### src/rtl/control_sequencer.sv
// rtl/control_sequencer.sv - fetch/decode/execute control unit for the 16-bit accumulator computer
module control_sequencer #(
   parameter int ADDR_W = 12
) (
   input  logic              clk,
   input  logic              reset_n,
   output logic [15:0]       mem_addr,
   output logic [15:0]       mem_wdata,
   output logic              mem_we,
   input  logic [15:0]       mem_rdata,
   output logic [3:0]        alu_op,
   output logic [15:0]       alu_a,
   output logic [15:0]       alu_b,
   input  logic [15:0]       alu_result,
   output logic [ADDR_W-1:0] pc_out,
   output logic [15:0]       ir_out,
   output logic [15:0]       ac_out,
   output logic              halted,
   output logic              illegal
);

   localparam logic [3:0] S_FETCH       = 4'd0;
   localparam logic [3:0] S_FETCH_RD    = 4'd1;
   localparam logic [3:0] S_FETCH_LATCH = 4'd2;
   localparam logic [3:0] S_DECODE      = 4'd3;
   localparam logic [3:0] S_EXEC_RD     = 4'd4;
   localparam logic [3:0] S_EXEC_LATCH  = 4'd5;
   localparam logic [3:0] S_EXEC        = 4'd6;
   localparam logic [3:0] S_STORE_WR    = 4'd7;
   localparam logic [3:0] S_HALTED      = 4'd8;

   localparam logic [3:0] OP_LOAD  = 4'h1;
   localparam logic [3:0] OP_STORE = 4'h2;
   localparam logic [3:0] OP_ADD   = 4'h3;
   localparam logic [3:0] OP_SUBT  = 4'h4;
   localparam logic [3:0] OP_HALT  = 4'h7;
   localparam logic [3:0] OP_SKIP  = 4'h8;
   localparam logic [3:0] OP_JUMP  = 4'h9;

   localparam logic [ADDR_W-1:0] PC_ONE = {{(ADDR_W-1){1'b0}}, 1'b1};

   logic [3:0]        state;
   logic [ADDR_W-1:0] pc;
   logic [ADDR_W-1:0] mar;
   logic [15:0]       ir;
   logic [15:0]       mbr;
   logic [15:0]       ac;
   logic [3:0]        opcode;
   logic [ADDR_W-1:0] operand;
   logic              legal_op;
   logic              skip_true;

   assign opcode  = ir[15:12];
   assign operand = ir[ADDR_W-1:0];

   // Opcode legality and SKIPCOND condition evaluation on the current AC
   always_comb begin
      legal_op  = 1'b0;
      skip_true = 1'b0;
      case (opcode)
         OP_LOAD, OP_STORE, OP_ADD, OP_SUBT, OP_HALT, OP_SKIP, OP_JUMP: legal_op = 1'b1;
         default: legal_op = 1'b0;
      endcase
      case (ir[11:10])
         2'b00:   skip_true = ac[15];
         2'b01:   skip_true = (ac == 16'h0000);
         2'b10:   skip_true = !ac[15] && (ac != 16'h0000);
         default: skip_true = 1'b0;
      endcase
   end

   // Sequencer state and architectural registers; HALTED freezes everything
   always_ff @(posedge clk or negedge reset_n) begin
      if (!reset_n) begin
         state <= S_FETCH;
         pc    <= '0;
         mar   <= '0;
         ir    <= '0;
         mbr   <= '0;
         ac    <= '0;
      end else begin
         case (state)
            S_FETCH: begin
               mar   <= pc;
               state <= S_FETCH_RD;
            end
            S_FETCH_RD: state <= S_FETCH_LATCH;
            S_FETCH_LATCH: begin
               ir    <= mem_rdata;
               pc    <= pc + PC_ONE;
               state <= S_DECODE;
            end
            S_DECODE: begin
               mar <= operand;
               case (opcode)
                  OP_LOAD, OP_ADD, OP_SUBT: state <= S_EXEC_RD;
                  OP_STORE: state <= S_STORE_WR;
                  OP_HALT:  state <= S_HALTED;
                  OP_SKIP: begin
                     if (skip_true) pc <= pc + PC_ONE;
                     state <= S_FETCH;
                  end
                  OP_JUMP: begin
                     pc    <= operand;
                     state <= S_FETCH;
                  end
                  default: state <= S_FETCH;
               endcase
            end
            S_EXEC_RD: state <= S_EXEC_LATCH;
            S_EXEC_LATCH: begin
               mbr   <= mem_rdata;
               state <= S_EXEC;
            end
            S_EXEC: begin
               ac    <= (opcode == OP_LOAD) ? mbr : alu_result;
               state <= S_FETCH;
            end
            S_STORE_WR: state <= S_FETCH;
            S_HALTED:   state <= S_HALTED;
            default:    state <= S_FETCH;
         endcase
      end
   end

   assign mem_addr  = {{(16-ADDR_W){1'b0}}, mar};
   assign mem_wdata = ac;
   assign mem_we    = (state == S_STORE_WR);
   assign alu_op    = (opcode == OP_SUBT) ? 4'b0001 : 4'b0000;
   assign alu_a     = ac;
   assign alu_b     = mbr;
   assign pc_out    = pc;
   assign ir_out    = ir;
   assign ac_out    = ac;
   assign halted    = (state == S_HALTED);
   assign illegal   = (state == S_DECODE) && !legal_op;

endmodule
### config.mk
export PLATFORM = sky130hd
export DESIGN_NAME = control_sequencer
export DESIGN_NICKNAME = d
export VERILOG_FILES = /design/src/rtl/control_sequencer.sv
export SDC_FILE = /design/constraint.sdc
export NUM_CORES = 1
export LEC_CHECK = 0
export BUFFER_PORTS_ARGS = -buffer_cell sky130_fd_sc_hd__buf_2
export CORE_ASPECT_RATIO = 0.5
export CORE_MARGIN = 10
export CORE_UTILIZATION = 40
export CTS_CLUSTER_SIZE = 8
export DETAILED_ROUTE_END_ITERATION = 16
export PLACE_DENSITY_LB_ADDON = 0.3
export SLEW_MARGIN = 20
export SYNTH_ARGS = -nofsm -noshare
export SYNTH_HDL_FRONTEND = slang
export SYNTH_SLANG_ARGS = --single-unit
### constraint.sdc
create_clock -name clk -period 4.4 [get_ports clk]
set_input_delay 0.66 -clock clk [delete_from_list [all_inputs] [get_ports clk]]
set_output_delay 0.66 -clock clk [all_outputs]
set_load 0.02 [all_outputs]
==> metrics.md <==
| Metric | Value |
|---|---|
| Max-slew headroom | 32.24% |
| CTS tree | yes |
| Syn Inst Count | 387 |
| CP Max Fanout | 21 |
| Worst EP required | 3.74 ns |
| DP HPWL | approximately 8.6 mm |
| Unique masters post-synth | 53 |
| Clock sink total | 76 |
| Ys Warns | 0 |
| Number of enable flip-flop cells after synthesis | 0 |
| Antenna Violating Nets Remaining | 0 |
| I/O pin count | around 150 |
| Kind of critical path | flop to primary output |
| Final Hold Fails | 0 |
| Core area | 9666 sq um |
| # fillers | 886 |
| P&R area growth vs syn | 20.53% |
| Num rows | 25 |
| Seq/Total Area, Yosys | 46.86% |
| Data arrival, critical path | 2.20 ns |
| Vias | 3153 |
| Cell area power density | 914.4 nW/um^2 |
| Max-Cap Viols | 0 |
| Drt via density | just over 5 |
| Fin crit share | 65.08% |
| Final Max Tran Viols | 0 |
| Cell Area, Synth | 4059 sq um |
| Post-synth top flop | dfrtp_1 |
| Die Span Y | 91.23 um |
| Period minus WS final | 2.863 ns |
| DR pass1 iterations | 4 |
| I/O Buffers | 141 |
| Reg2reg end | pc_out[8]$_DFFE_PN0P_ |
| Outcome | finished, final reports clean |
| Hold WS | approximately 0.47 ns |
| Most frequent cell after synthesis | dfrtp_1 |
| Pleak | 0.002239 uW |
| Setup Fix Bufs, Post-CTS | 0 |
| Nature of the critical path startpoint | flop |
| Final count of negative-setup-slack endpoints | 0 |
| CTS resizes | 0 |
| Hold buffer count at cts | 0 |
| GRT Residual Overflow | 0 |
| Reg-to-reg slack, setup | between 1.5 and 2 ns |
| Pin count of the biggest net entering global routing | 77 |
| Worst-path clk slew | ~0.060 ns |
| Flops & latches, synth | 76 |
| Global Route Usage Sum | 15.01% |
| Post-synth ARST share | between 90% and 100% |
| Clock buffer depth | 2 |
| Clock Skews | 0.007488 ns |
| Final Net Count | 520 |
| Fraction of layout instances using a drive strength above 1 | 40.41% |
| Hold WC Path Type | input pin to asynchronous set/reset pin |
| Root Driver | clkbuf_16 |
| Antenna diode count | 0 |
| Die area | 14820 sq um |
| Worst-skew pair later-pin latency | 0.33 ns |
| CP Capture Type | primary output |
| Maximum VDD drop | 0.2991 mV |
| Starting DRC count in detailed routing | 180 |
| Gp weighted congestion | around 0.84 |
| Vias in the first global route | 3152 |
| Commonest cells in the synthesized netlist | dfrtp_1, buf_4, mux2_2 |
| Area contributors post-synth | dfrtp_1, mux2_2, buf_4 |
| RSZ-0062 raised after global routing | no |
| Final wirelength | 11.38 mm |
| Final setup TNS | 0 ns |
| Global-route wire length before repair | 17.74 mm |
| Syn Area/Cell | 10.49 sq um |
| R2R depth | 5 |
| Routed wire per std cell | 18.21 um |
| R2R Path Start | state[3]$_DFF_PN0_ |
| Num CTS Buffers | 9 |
| Max Clk Rate | 0.3492 GHz |
| Synth top area share | about 47% |
| Worst Tran Pin Value | 1.016 ns |
| H-tree depth | 3 |
| Die Width | 162.5 um |
| Initial antenna violation count | 0 |
| Top cell type by total area after synthesis | dfrtp_1 |
| Initial core utilization | 41.99% |
| DR DRC count | 0 |
-- routing by layer --
metal	wire, um	vias up	global-route usage [%]
met3	573	7	3.694
met5	0	-	0
met1	5226	1525	19.58
met4	87	0	4.066
met2	5493	85	24.25
li1	-	1536	-
-- kinds of logic after synthesis --
logic type | count (synthesis) | share of synthesized area (%)
AOI/OAI and AO/OA | 83 | 13.63
adders and majority gates | 1 | 0.3082
other | 1 | 0.09239
xor gates and xnor gates | 1 | 0.2158
and+or+nand+nor | 99 | 12.64
DFF | 76 | 46.86
muxes | 58 | 15.29
buffers and inverters | 68 | 10.97
-- how the worst max path moves through the flow --
| stage | start | slack [ns] | depth (start not counted) | to |
|---|---|---|---|---|
| global route | state[3]$_DFF_PN0_ | 1.38 | 3 | illegal |
| detailed placement | state[3]$_DFF_PN0_ | 1.73 | 5 | pc_out[10]$_DFFE_PN0P_ |
| floorplan | state[3]$_DFF_PN0_ | 2.29 | 5 | illegal |
| finish | state[3]$_DFF_PN0_ | 1.54 | 3 | illegal |
| CTS | state[3]$_DFF_PN0_ | 1.48 | 3 | illegal |
| global placement | state[3]$_DFF_PN0_ | 1.78 | 5 | pc_out[1]$_DFFE_PN0P_ |
-- final cells by class --
class,count,area (sq um),share of cell area [%]
Multi-Input combinational cell,249,1747,35.70
Clock inverter,3,68.82,1.407
Sequential cell,76,1902,38.87
Clock buffer,13,260.3,5.320
Inverter,6,22.52,0.4604
Timing Repair Buffer,143,723.2,14.78
Tap cell,135,168.9,3.453
-- where the power goes --
group / switching, uW / leakage [uW] / total [uW] / internal [uW]
logic: 1380 / 0.00116 / 2210 / 835
clock network: 275 / 0.000160 / 804 / 529
registers: 420 / 0.000914 / 1460 / 1040
total: 2070 / 0.00224 / 4470 / 2400
-- layout by cell type (no fill, tap or decap), drive strengths merged, types with 2 or more instances in the layout --
cell type	Yosys	final
nand3	9	9
mux2	32	32
nor4b	2	2
nor2	29	29
o22ai	2	2
dfrtp	76	76
buf	54	143
and3	5	5
and2	5	5
inv	6	6
o21ai	27	27
a21oi	28	28
conb	1	7
nor2b	4	4
a31oi	2	2
a2bb2oi	7	7
nor3	5	5
clkbuf	8	13
nor4	5	5
nand2b	2	2
or3	2	2
nand2	23	23
a221oi	2	2
mux2i	26	26
nand4	4	4
a211oi	4	4
bufinv	0	2
-- through the flow --
step | setup WS (ns) | utilization [%] | cells | cell area (sq um) | power, uW
2_1_floorplan | 2.294 | - | 393 | 4081 | 3134
6_report | 1.537 | 50.61 | 625 | 4892 | 4473
3_5_place_dp | 1.725 | 47.16 | 609 | 4558 | 3713
3_3_place_gp | 1.781 | 47.16 | 609 | 4558 | 3682
4_1_cts | 1.481 | 50.56 | 625 | 4887 | 4539
5_1_grt | 1.380 | 50.61 | 625 | 4892 | 4776
-- worst max-delay path, stage by stage (launching register included) --
cell      delay (ns)
dfrtp_1         0.48
and4bb_1        1.00
and2_1          0.23
buf_2           0.17
-- state kept, by name, indices dropped and copies added (netlist names) --
signal  cells
ac_out     16
pc_out     12
state       4
alu_b      16
ir_out     16
mar        12
(Power assumes the default switching activity.)
